$ cat src/rtl/fsm_seq_driver.sv
// fsm_seq_driver: host-side stimulus/response sequencer for the control FSM.
//
// A program of up to DEPTH 4-bit vectors is loaded through ld_valid/ld_ready, then
// played back on i1..i4 one vector per clock after start. Each FSM response
// {err,n_o1,o2,o3,o4} is sampled RSP_LAT edges after its vector appeared and stored
// in a capture buffer readable through rd_en/rd_addr/rd_data (1-cycle latency).
//
// Ports:
//   clk, n_rst              clock (rising edge), asynchronous active-low reset
//   ld_valid, ld_data       stimulus load; ld_data[3]=i1 .. ld_data[0]=i4
//   ld_ready                load accepted when ld_valid && ld_ready
//   clr                     clears the loaded program (idle only)
//   start                   run request (idle only)
//   i1..i4                  registered drive to the FSM inputs
//   err, n_o1, o2, o3, o4   FSM outputs
//   rd_en, rd_addr, rd_data capture-buffer read port
//   count                   number of loaded vectors
//   busy, done              not-idle flag, end-of-run pulse
//   err_seen, err_idx       first captured err=1 of the run and its vector index

module fsm_seq_driver #(
    parameter int unsigned DEPTH       = 16,
    parameter int unsigned AW          = 4,
    parameter int unsigned RSP_LAT     = 1,
    parameter int unsigned STOP_ON_ERR = 1
) (
    input  logic          clk,
    input  logic          n_rst,
    input  logic          ld_valid,
    input  logic [3:0]    ld_data,
    output logic          ld_ready,
    input  logic          clr,
    input  logic          start,
    output logic          i1,
    output logic          i2,
    output logic          i3,
    output logic          i4,
    input  logic          err,
    input  logic          n_o1,
    input  logic          o2,
    input  logic          o3,
    input  logic          o4,
    input  logic          rd_en,
    input  logic [AW-1:0] rd_addr,
    output logic [4:0]    rd_data,
    output logic [AW:0]   count,
    output logic          busy,
    output logic          done,
    output logic          err_seen,
    output logic [AW-1:0] err_idx
);

    typedef enum logic [1:0] {StIdle, StRun, StDrain, StFin} state_t;

    localparam logic [AW:0] FULL = (AW+1)'(DEPTH);
    localparam logic [AW:0] ONE  = {{AW{1'b0}}, 1'b1};

    state_t             state;
    logic [3:0]         stim_mem [DEPTH];
    logic [4:0]         rsp_mem  [DEPTH];
    logic [AW:0]        vec_ptr;
    logic [AW:0]        cap_ptr;
    // vld_sr[j] set means the vector driven j edges ago is still awaiting capture.
    logic [RSP_LAT-1:0] vld_sr;

    logic       ld_acc;
    logic       cap_fire;
    logic       first_err;
    logic       abort;
    logic [4:0] rsp_in;
    logic [3:0] vec0;

    assign busy      = (state != StIdle);
    assign ld_ready  = (state == StIdle) && (count < FULL);
    assign ld_acc    = (state == StIdle) && !clr && ld_valid && ld_ready;
    assign cap_fire  = vld_sr[RSP_LAT-1];
    assign rsp_in    = {err, n_o1, o2, o3, o4};
    assign first_err = cap_fire && err && !err_seen;
    assign abort     = first_err && (STOP_ON_ERR != 0);
    // A load accepted with start on an empty buffer is vector 0 itself.
    assign vec0      = (count == '0) ? ld_data : stim_mem[0];

    always_ff @(posedge clk) begin
        if (ld_acc) begin
            stim_mem[count[AW-1:0]] <= ld_data;
        end
        if (cap_fire) begin
            rsp_mem[cap_ptr[AW-1:0]] <= rsp_in;
        end
    end

    always_ff @(posedge clk or negedge n_rst) begin
        if (!n_rst) begin
            rd_data <= '0;
        end else if (rd_en) begin
            rd_data <= rsp_mem[rd_addr];
        end
    end

    always_ff @(posedge clk or negedge n_rst) begin
        if (!n_rst) begin
            state            <= StIdle;
            {i1, i2, i3, i4} <= 4'b0000;
            done             <= 1'b0;
            err_seen         <= 1'b0;
            err_idx          <= '0;
            count            <= '0;
            vec_ptr          <= '0;
            cap_ptr          <= '0;
            vld_sr           <= '0;
        end else begin
            done <= 1'b0;

            for (int j = int'(RSP_LAT) - 1; j > 0; j--) begin
                vld_sr[j] <= vld_sr[j-1];
            end

            if (cap_fire) begin
                cap_ptr <= cap_ptr + ONE;
            end
            if (first_err) begin
                err_seen <= 1'b1;
                err_idx  <= cap_ptr[AW-1:0];
            end

            unique case (state)
                StIdle: begin
                    vld_sr[0] <= 1'b0;
                    if (clr) begin
                        count <= '0;
                    end else begin
                        if (ld_acc) begin
                            count <= count + ONE;
                        end
                        if (start) begin
                            if (count != '0 || ld_acc) begin
                                state            <= StRun;
                                {i1, i2, i3, i4} <= vec0;
                                vec_ptr          <= ONE;
                                cap_ptr          <= '0;
                                err_seen         <= 1'b0;
                                err_idx          <= '0;
                                vld_sr[0]        <= 1'b1;
                            end else begin
                                state <= StFin;
                                done  <= 1'b1;
                            end
                        end
                    end
                end
                StRun: begin
                    if (abort) begin
                        {i1, i2, i3, i4} <= 4'b0000;
                        vld_sr           <= '0;
                        state            <= StFin;
                        done             <= 1'b1;
                    end else if (vec_ptr < count) begin
                        {i1, i2, i3, i4} <= stim_mem[vec_ptr[AW-1:0]];
                        vec_ptr          <= vec_ptr + ONE;
                        vld_sr[0]        <= 1'b1;
                    end else begin
                        {i1, i2, i3, i4} <= 4'b0000;
                        vld_sr[0]        <= 1'b0;
                        state            <= StDrain;
                    end
                end
                StDrain: begin
                    vld_sr[0] <= 1'b0;
                    if (abort) begin
                        vld_sr <= '0;
                        state  <= StFin;
                        done   <= 1'b1;
                    end else if (cap_ptr == count) begin
                        state <= StFin;
                        done  <= 1'b1;
                    end
                end
                StFin: begin
                    vld_sr[0] <= 1'b0;
                    state     <= StIdle;
                end
                default: begin
                    state <= StIdle;
                end
            endcase
        end
    end

endmodule
$ cat config.mk
export PLATFORM = sky130hd
export DESIGN_NAME = fsm_seq_driver
export DESIGN_NICKNAME = d
export VERILOG_FILES = /design/src/rtl/fsm_seq_driver.sv
export SDC_FILE = /design/constraint.sdc
export NUM_CORES = 1
export LEC_CHECK = 0
export CELL_PAD_IN_SITES_DETAIL_PLACEMENT = 0
export CELL_PAD_IN_SITES_GLOBAL_PLACEMENT = 1
export CORE_MARGIN = 2
export CORE_UTILIZATION = 35
export CTS_CLUSTER_SIZE = 10
export DETAILED_ROUTE_END_ITERATION = 10
export GPL_TIMING_DRIVEN = 0
export PLACE_DENSITY_LB_ADDON = 0.1
export SYNTH_ARGS = -nofsm -noshare
export SYNTH_HDL_FRONTEND = slang
export SYNTH_SLANG_ARGS = --single-unit
$ cat constraint.sdc
create_clock -name clk -period 3.1 [get_ports clk]
set_input_delay 0.31 -clock clk [delete_from_list [all_inputs] [get_ports clk]]
set_output_delay 0.31 -clock clk [all_outputs]
set_load 0.005 [all_outputs]
==> flow_summary.ini, run 1 <==
[run_status]
run_status = complete, no violations

[placed_design]
post-place-ws_ps = 318
portBuffers = 37
hpwl_um = 12200
gp_congestion = 0.737

[detailed_routing]
dr.pass1.iters = 4
via_per_inst = 5.07
vias = 4314
totalWireLength_um = 17000
drt_iter0_markers = 249
ant_nets = 0
drc_errors = 0
wl_per_cell_um = 19.9

[cts]
clk_pin_slew_worst_paths_ps = 70
clkLatencyLatePin_ps = 430
cts_buffer_depth = 2
cts_tree = done
cts_made_buffers = 17
cts.sinks = 177
ctsResizeCount = 0
cts-htree-levels = 4
cts-root-buf = clkbuf_16

[finish]
drive_above_1_share_pct = 17.0
mostFrequentLayoutCell = edfxtp_1
area_delta_synth_final_pct = 16.5
diodes = 0
num-nets-final = 595
layout_common_cells = 144 x edfxtp_1, 47 x nor2_1, 37 x nand2_1

[setup_path]
worst_ep_arrival_time_ps = 2470
cp_num_buf_inv = 4
critPathKind = reg -> out
path_cells = inv_1 -> ha_1 -> clkbuf_1 -> clkinv_1 -> nor2_1 -> clkdlybuf4s50_1
crit_path_end_kind = primary output
crit_slowest_cell = clkdlybuf4s50_1
cp-startpoint = state[0]
critPathTopFamily = buffers and inverters
worstPathMaxFanout = 8
required_ps = 2790
reg2reg_from = count[3]
start_kind = flip-flop
cp_slowest_stage_delay_ps = 520

[logic_synthesis]
synth.net_count = 538
synth_area_um2 = 7710
synth_edf_count = 144
synth_seq_cells = 177
seq_area_frac_synth_pct = 66.8
yosysWarnings = 0
synth_cell_types = 55
ys.flop_type = edfxtp_1
synthArstFlopShare_pct = 18.6
netlist_instances = 501
syn_avg_cell_area_um2 = 15.4

[timing]
slew_headroom_pct = 43.6
maxSlewViolCount = 0
setup_viol = 0
fin_ws_ps = 316
fin_worst_skew_ps = 7.62
fmax_ghz = 0.359
finalCritPeriodShare_pct = 89.8
grt_setup_unrepaired = no
worst_pin_slew_ps = 840
setup_tns_ps = 0
period_minus_slack_ps = 2780
hold_violations = 0

[floorplan]
design.core.area_um2 = 21800
die_x_um = 152
start_util_pct = 35.4
io_pins = 41
dieArea_um2 = 23200
fp.dieH_um = 152
row_count = 54

[grt]
gr-usage-all-layers_pct = 15.3
overflow = 0
grt_pass1_vias = 4612
antenna_found_initial = 0
grt_first_pass_wirelength_um = 26900
grt_max_degree = 34

[flow_run]
max_cap_viol_count = 0

[power]
power_density_nw_per_um2 = 779
irDropWorstVdd_uv = 371
p_leak_uw = 0.00308

[hold_path]
hold_start = clr
hold_class = in -> reg
## synthesized netlist by cell type (4+ instances only)
library cell,number,share of area [%]
nor3_1,9,0.58
mux2i_1,11,1.4
clkbuf_1,12,0.58
ha_1,18,2.9
nor2b_1,8,0.65
mux2_2,13,1.9
a21oi_1,15,0.97
inv_1,13,0.63
o21ai_0,16,1.0
dfrtp_1,33,11
xor2_1,4,0.45
a211oi_1,4,0.39
nand2b_1,7,0.57
nand3_1,5,0.32
a31oi_1,6,0.49
nor2_1,47,2.3
o22ai_1,11,0.89
nand2_1,37,1.8
xnor2_1,5,0.57
mux4_2,32,9.3
buf_2,8,0.52
edfxtp_1,144,56
## path summary, 6_finish.rpt
kind / to / slack [ps] / cells after the start
max: ld_ready / 320 / 6
min: count[1] / 260 / 2
max reg2reg: vec_ptr[4] / 400 / 8
min reg2reg: i1 / 510 / 2
max in group asynchronous: rd_data[4] / 2060 / 2
min in group asynchronous: count[1] / 510 / 2
## stage by stage
step                total power [uW]  hold slack, ps  util (%)  std cells  area, um2
CTS                             7080             242      41.3        851       8990
finish                          7010             261      41.3        851       8990
global placement                5040             497      38.8        818       8430
floorplan                       4320            14.4         -        501       7710
global route                    7420             281      41.3        851       8990
detailed placement              5050             460      38.7        818       8430
## worst register-to-register path, stage by stage (launching register included)
cell      delay, ps
dfrtp_1         450
clkbuf_1        410
inv_1           120
ha_1            330
a21o_1          190
a211oi_4        310
o211ai_2        180
or4_4           500
o211ai_2        140
## cell families after synthesis
| logic type | synth area share (%) |
|---|---|
| flip-flops | 66.8 |
| AND/OR/NAND/NOR | 7.77 |
| AO/OA/AOI/OAI | 6.57 |
| multiplexers | 12.7 |
| buffers and inverters | 2.27 |
| adder cells (fa/ha/maj) | 2.92 |
| XOR/XNOR | 1.02 |
## power by group
part,internal [uW],switching [uW]
Clock,1060,968
Sequential,2770,171
Combinational,900,1140
## layout make-up
type | count | area [um2]
clock buffer | 19 | 433
sequential | 177 | 5150
timing repair buffer | 38 | 375
clock inverter | 13 | 118
fill | 2017 | 12800
inverter | 15 | 56.3
buffer | 24 | 119
multi-input combinational | 285 | 2390
tap | 280 | 350
## per-layer routing
metal / wire (um) / track usage, % / part of all wire, % / vias to the layer above
met4: 229 / 4.54 / 1.3 / 0
met2: 8780 / 26.9 / 52 / 80
li1: - / - / - / 2029
met3: 430 / 3.27 / 2.5 / 19
met1: 7530 / 19.0 / 44 / 2186
met5: 0 / 0 / 0 / -
## state kept, by name, indices dropped and copies added, names as in the netlist
register / count
i4: 1
rsp_mem: 80
err_seen: 1
stim_mem: 64
vec_ptr: 5
count: 5
cap_fire: 1
i1: 1
done: 1
i3: 1
cap_ptr: 5
err_idx: 4
i2: 1
state: 2
rd_data: 5
## repair_timing
item | CTS | global route
hold buffers | 1 | 0
hold endpoints to repair | 4 | 0
buffers inserted | 0 | 0
Power figures use the tool's default switching activity.
==> run 2: changes to the inputs <==
--- a/config.mk
+++ b/config.mk
@@ -11,7 +11,7 @@
 export CORE_UTILIZATION = 35
 export CTS_CLUSTER_SIZE = 10
 export DETAILED_ROUTE_END_ITERATION = 10
-export GPL_TIMING_DRIVEN = 0
+export GPL_TIMING_DRIVEN = 1
 export PLACE_DENSITY_LB_ADDON = 0.1
 export SYNTH_ARGS = -nofsm -noshare
 export SYNTH_HDL_FRONTEND = slang
==> flow_summary.ini, run 2 (synthesis gave the netlist of run 1 again) <==
[run_status]
run_status = complete, no violations

[setup_path]
worst_ep_arrival_time_ps = 2330
critPathKind = reg -> out
crit_path_end_kind = primary output
required_ps = 2790
start_kind = flip-flop
r2r_setup_slack_ps = 480
worstPathMaxFanout = 9

[grt]
overflow = 0
gr-usage-all-layers_pct = 15.5
grt_first_pass_wirelength_um = 27200
grt_max_degree = 34
antenna_found_initial = 0
grt_pass1_vias = 4547

[timing]
slew_headroom_pct = 37.8
fmax_ghz = 0.379
setup_viol = 0
maxSlewViolCount = 0
setup_tns_ps = 0
period_minus_slack_ps = 2640
worst_pin_slew_ps = 925
fin_worst_skew_ps = 13.4
finalCritPeriodShare_pct = 85.1
hold_violations = 0
grt_setup_unrepaired = no

[floorplan]
io_pins = 41
fp.dieH_um = 152
design.core.area_um2 = 21800
start_util_pct = 35.4
dieArea_um2 = 23200
row_count = 54
die_x_um = 152

[finish]
area_delta_synth_final_pct = 16.7
mostFrequentLayoutCell = edfxtp_1
drive_above_1_share_pct = 17.3
num-nets-final = 584
largest_reg_flops = 80
layout_common_cells = 144 x edfxtp_1, 47 x nor2_1, 39 x clkdlybuf4s50_1
diodes = 0

[cts]
cts-htree-levels = 4
cts_tree = done
clkLatencyLatePin_ps = 430
cts.sinks = 177
cts-root-buf = clkbuf_16
cts_made_buffers = 17
ctsResizeCount = 0
clk_pin_slew_worst_paths_ps = 70
cts_buffer_depth = 2

[detailed_routing]
drc_errors = 0
wl_met1_um = 7960
wl_met2_um = 8600
wl_per_cell_um = 20.4
via_per_inst = 5.09
ant_nets = 0
vias = 4278
routed.top_layer = met4
dr.pass1.iters = 4
drt_iter0_markers = 305
wl_met3_um = 347
totalWireLength_um = 17100

[power]
irDropWorstVdd_uv = 461
power_density_nw_per_um2 = 779
p_total_uw = 7010
p_leak_uw = 0.00308

[placed_design]
hpwl_um = 12000
gp_congestion = 0.774
portBuffers = 40

[flow_run]
max_cap_viol_count = 0

[hold_path]
hold_class = in -> async
run 2: changes by cell type in the layout (fill, tap and decap cells not counted), moves of 3 or more:
cell             previous run  this run
inv_8                       2         5
inv_6                       6         3
clkbuf_1                   14         1
clkdlybuf4s50_1            36        39
buf_4                       1        10
buf_2                       9         1
run 2: routing by layer:
layer | vias up | global-route usage [%]
li1 | 2012 | -
met1 | 2189 | 20.4
met2 | 60 | 26.1
met3 | 17 | 3.16
met4 | 0 | 4.67
met5 | - | 0
run 2: area by class of cell:
class	instances	area, um2
clock buffers	18	429
flip-flops and latches	177	5150
clock inverters	14	145
well taps	280	350
fillers	2018	12800
repair buffers	51	480
inverters	15	56.3
multi-input cells	285	2390
run 2: timing repair:
| item | CTS | global route |
|---|---|---|
| endpoints found under the hold margin | 5 | 0 |
| buffers inserted | 0 | 0 |
| hold buffers | 1 | 0 |
run 2: report_power, final:
part / total [uW] / internal (uW) / switching [uW]
logic: 1900 / 887 / 1010
registers: 3050 / 2770 / 277
clock network: 2070 / 1080 / 995
total: 7010 / 4730 / 2280
run 2: metrics by stage:
step / std cells / setup slack [ps] / util (%) / hold slack (ps) / cell area [um2]
after detailed placement: 807 / 519 / 38.7 / 468 / 8410
after global placement: 807 / 514 / 38.7 / 450 / 8410
after global routing: 840 / 328 / 41.4 / 558 / 9000
final: 840 / 462 / 41.4 / 512 / 9000
after CTS: 840 / 432 / 41.4 / 527 / 9000
after floorplan: 501 / 744 / - / 14.4 / 7710
run 2: worst paths after layout:
| kind | startpoint | end | cells past startpoint |
|---|---|---|---|
| max reg2reg | count[3] | vec_ptr[4] | 7 |
| max in group asynchronous | n_rst | rd_data[2] | 2 |
| min | n_rst | state[0] | 2 |
| min in group clk | i3 | i3 | 2 |
| min reg2reg | i3 | i3 | 2 |
| max | state[0] | busy | 6 |
run 2: worst max-delay path, cell delays in order (launching register included):
cell and delay [ps]:
dfrtp_1 430, inv_1 140, ha_1 390, buf_4 230
clkinv_1 80, buf_4 180, clkdlybuf4s50_1 450
==> variant: new RTL, flow settings as in run 1 <==
Set the parameter `RSP_LAT` to 2 (it was 1).
--- a/src/rtl/fsm_seq_driver.sv
+++ b/src/rtl/fsm_seq_driver.sv
@@ -22,5 +22,5 @@
     parameter int unsigned DEPTH       = 16,
     parameter int unsigned AW          = 4,
-    parameter int unsigned RSP_LAT     = 1,
+    parameter int unsigned RSP_LAT     = 2,
     parameter int unsigned STOP_ON_ERR = 1
 ) (
Check against the original RTL: not equivalent (Yosys sat finds a counterexample within 4 cycles, from zero or initial values and one cycle with n_rst low).
==> variant against run 1 <==
- design area is 0.70% higher
- wire length is 0.53% higher
- power is 0.72% higher
- synthesized area is 0.44% higher
- final cell count is 0.35% higher
- setup slack better by 0.062 ns
- count of clock-buffer cells in the layout is 1 higher
- sequential cell count is 1 higher
- fmax is 2.3% higher
- largest power group unchanged
==> variant: results (changes against run 1) <==
fill cell count = 2037 (+0.99%)
flop2flop setup slack = 0.38 ns (-0.02 ns)
H-tree depth = 4 (unchanged)
library cells used by synthesis = 55 (unchanged)
Worst Skew = 0.0103 ns (+0.00265 ns)
first-pass GRT wire length = 26800 µm (-0.39%)
pin count of the biggest net entering global routing = 30 (-12%)
Ys Warns = 0 (unchanged)
vias in the first global route = 4589 (-0.50%)
clock slew at reported path FFs = 0.07 ns (about the same)
Pleak = 3.10 nW (+0.73%)
crit path max fanout = 10 (+2)
Final HPWL DP = 12100 µm (-0.84%)
Clock Latency Late Sink = 0.43 ns (about the same)
share of cells above drive strength 1 = 16.7% (-0.26 points)
ranking of synthesized cells by area = edfxtp_1 (56%), dfrtp_1 (11%), mux4_2 (9.3%)
port bufs = 37 (unchanged)
share of synthesized registers carrying an async set or reset = 19.1% (+0.46 points)
Largest register FFs = 80 (unchanged)
routed wire length = 17100 µm (+0.53%)
GRT met1 Usage = 18.8% (-0.20 points)
Worst Tran Pin Value = 1.09 ns (+0.252 ns)
slowest stage delay, CP = 0.50 ns (-0.02 ns)
Peak VDD IR = 0.368 mV (-0.62%)
Placer Congestion = 0.802 (+8.8%)
synth cell count leaders = edfxtp_1 (144), nor2_1 (50), nand2_1 (36), dfrtp_1 (34), mux4_2 (32)
vias after detailed routing = 4348 (+0.79%)
First-pass DRT Iterations = 4 (unchanged)
Reg-to-Reg End = vec_ptr[4]
Reg-to-Reg Start = count[3]
R2R cell count = 8 (unchanged)
Psw = 2.26 mW (-0.80%)
Placed Cells = 821 (+0.37%)
Clk Tree Root Cell = clkbuf_16
initial antenna violation count = 0 (unchanged)
CTS Buffer Depth = 2 (unchanged)
First DRT Iteration DRCs = 235 (-5.6%)
Non-Filler Instances = 854 (+0.35%)
sequential area share after synthesis = 66.8% (about the same)
number of flops mapped to enable cells by yosys = 144 (unchanged)
Nets = 598 (+0.50%)
Net Count, Synth = 540 (+0.37%)
Worst Path Arrival = 3.07 ns (+0.60 ns)
Hold Path Class = primary input to asynchronous set/reset pin
cell count after synthesis = 503 (+0.40%)
met3 usage = 3.13% (-0.14 points)
total CTS buffers = 17 (unchanged)
diode count = 0 (unchanged)
slowest CP cell = or4_4
status = completed
met2 usage = 26.9% (-0.035 points)
Tot GR Track Use = 15.2% (-0.036 points)
-- variant: metal layers --
metal | vias up | wire (µm) | part of all wire, %
met4 | 0 | 295 | 1.7
met3 | 21 | 418 | 2.5
li1 | 2036 | - | -
met1 | 2218 | 7490 | 44
met2 | 73 | 8860 | 52
met5 | - | 0 | 0
-- variant: logic make-up (layout without fill, tap and decap cells) --
group	Yosys count	after routing	share of synthesized area (%)
adders and majority gates	18	18	2.91
and+or+nand+nor	129	129	7.82
DFF	178	178	66.8
AOI/OAI and AO/OA	74	74	6.54
muxes	56	56	12.6
buffers and inverters	39	110	2.29
xor gates and xnor gates	9	9	1.02
-- variant: layout make-up --
class | count | area (µm²) | share of cell area (%)
clock buffer | 20 | 437 | 4.82
inverter | 15 | 56.3 | 0.622
buffer | 24 | 121 | 1.34
tap | 280 | 350 | 3.87
multi-input combinational | 286 | 2390 | 26.4
sequential | 178 | 5170 | 57.2
timing repair buffer | 39 | 395 | 4.37
clock inverter | 12 | 123 | 1.35
-- variant: critical path: cells and delay by family (launching register included) --
kind,cells,cell delay [ns]
simple gates,1,0.50
compound gates,4,0.83
flops,1,0.43
buf+inv,2,0.55
fa+ha+maj,1,0.34
-- variant: power groups by stage --
stage	logic (mW)	registers (mW)	clock network, mW
finish	2.02	2.96	2.07
global route	2.23	2.99	2.22
CTS	2.06	2.96	2.12
detailed placement	2.04	3.01	0
global placement	2.03	3.00	0
floorplan	1.34	2.96	0
-- variant: timing repair --
action                                 CTS  global route
gates resized for setup                  0             0
endpoints found under the hold margin   34             0
hold buffers                             1             0
buffers inserted                         0             0
-- variant: per-stage QoR --
stage	worst slack, ns	cell area (µm²)	hold WS, ns	utilization (%)	power, mW
after floorplan	0.745	7750	0.0144	-	4.30
after global placement	0.326	8470	0.500	38.9	5.03
after detailed placement	0.254	8480	0.175	39.0	5.06
after CTS	0.337	9050	0.248	41.6	7.14
after global routing	0.179	9050	0.269	41.6	7.44
final	0.377	9050	0.259	41.6	7.06
-- variant: worst max path at each step --
stage	startpoint	slack (ns)	to
final	count[3]	0.38	vec_ptr[4]
after global routing	count[3]	0.18	vec_ptr[4]
after CTS	count[3]	0.34	vec_ptr[4]
after detailed placement	err	0.25	state[0]
after global placement	err	0.33	state[0]
after floorplan	count[3]	0.75	vec_ptr[4]
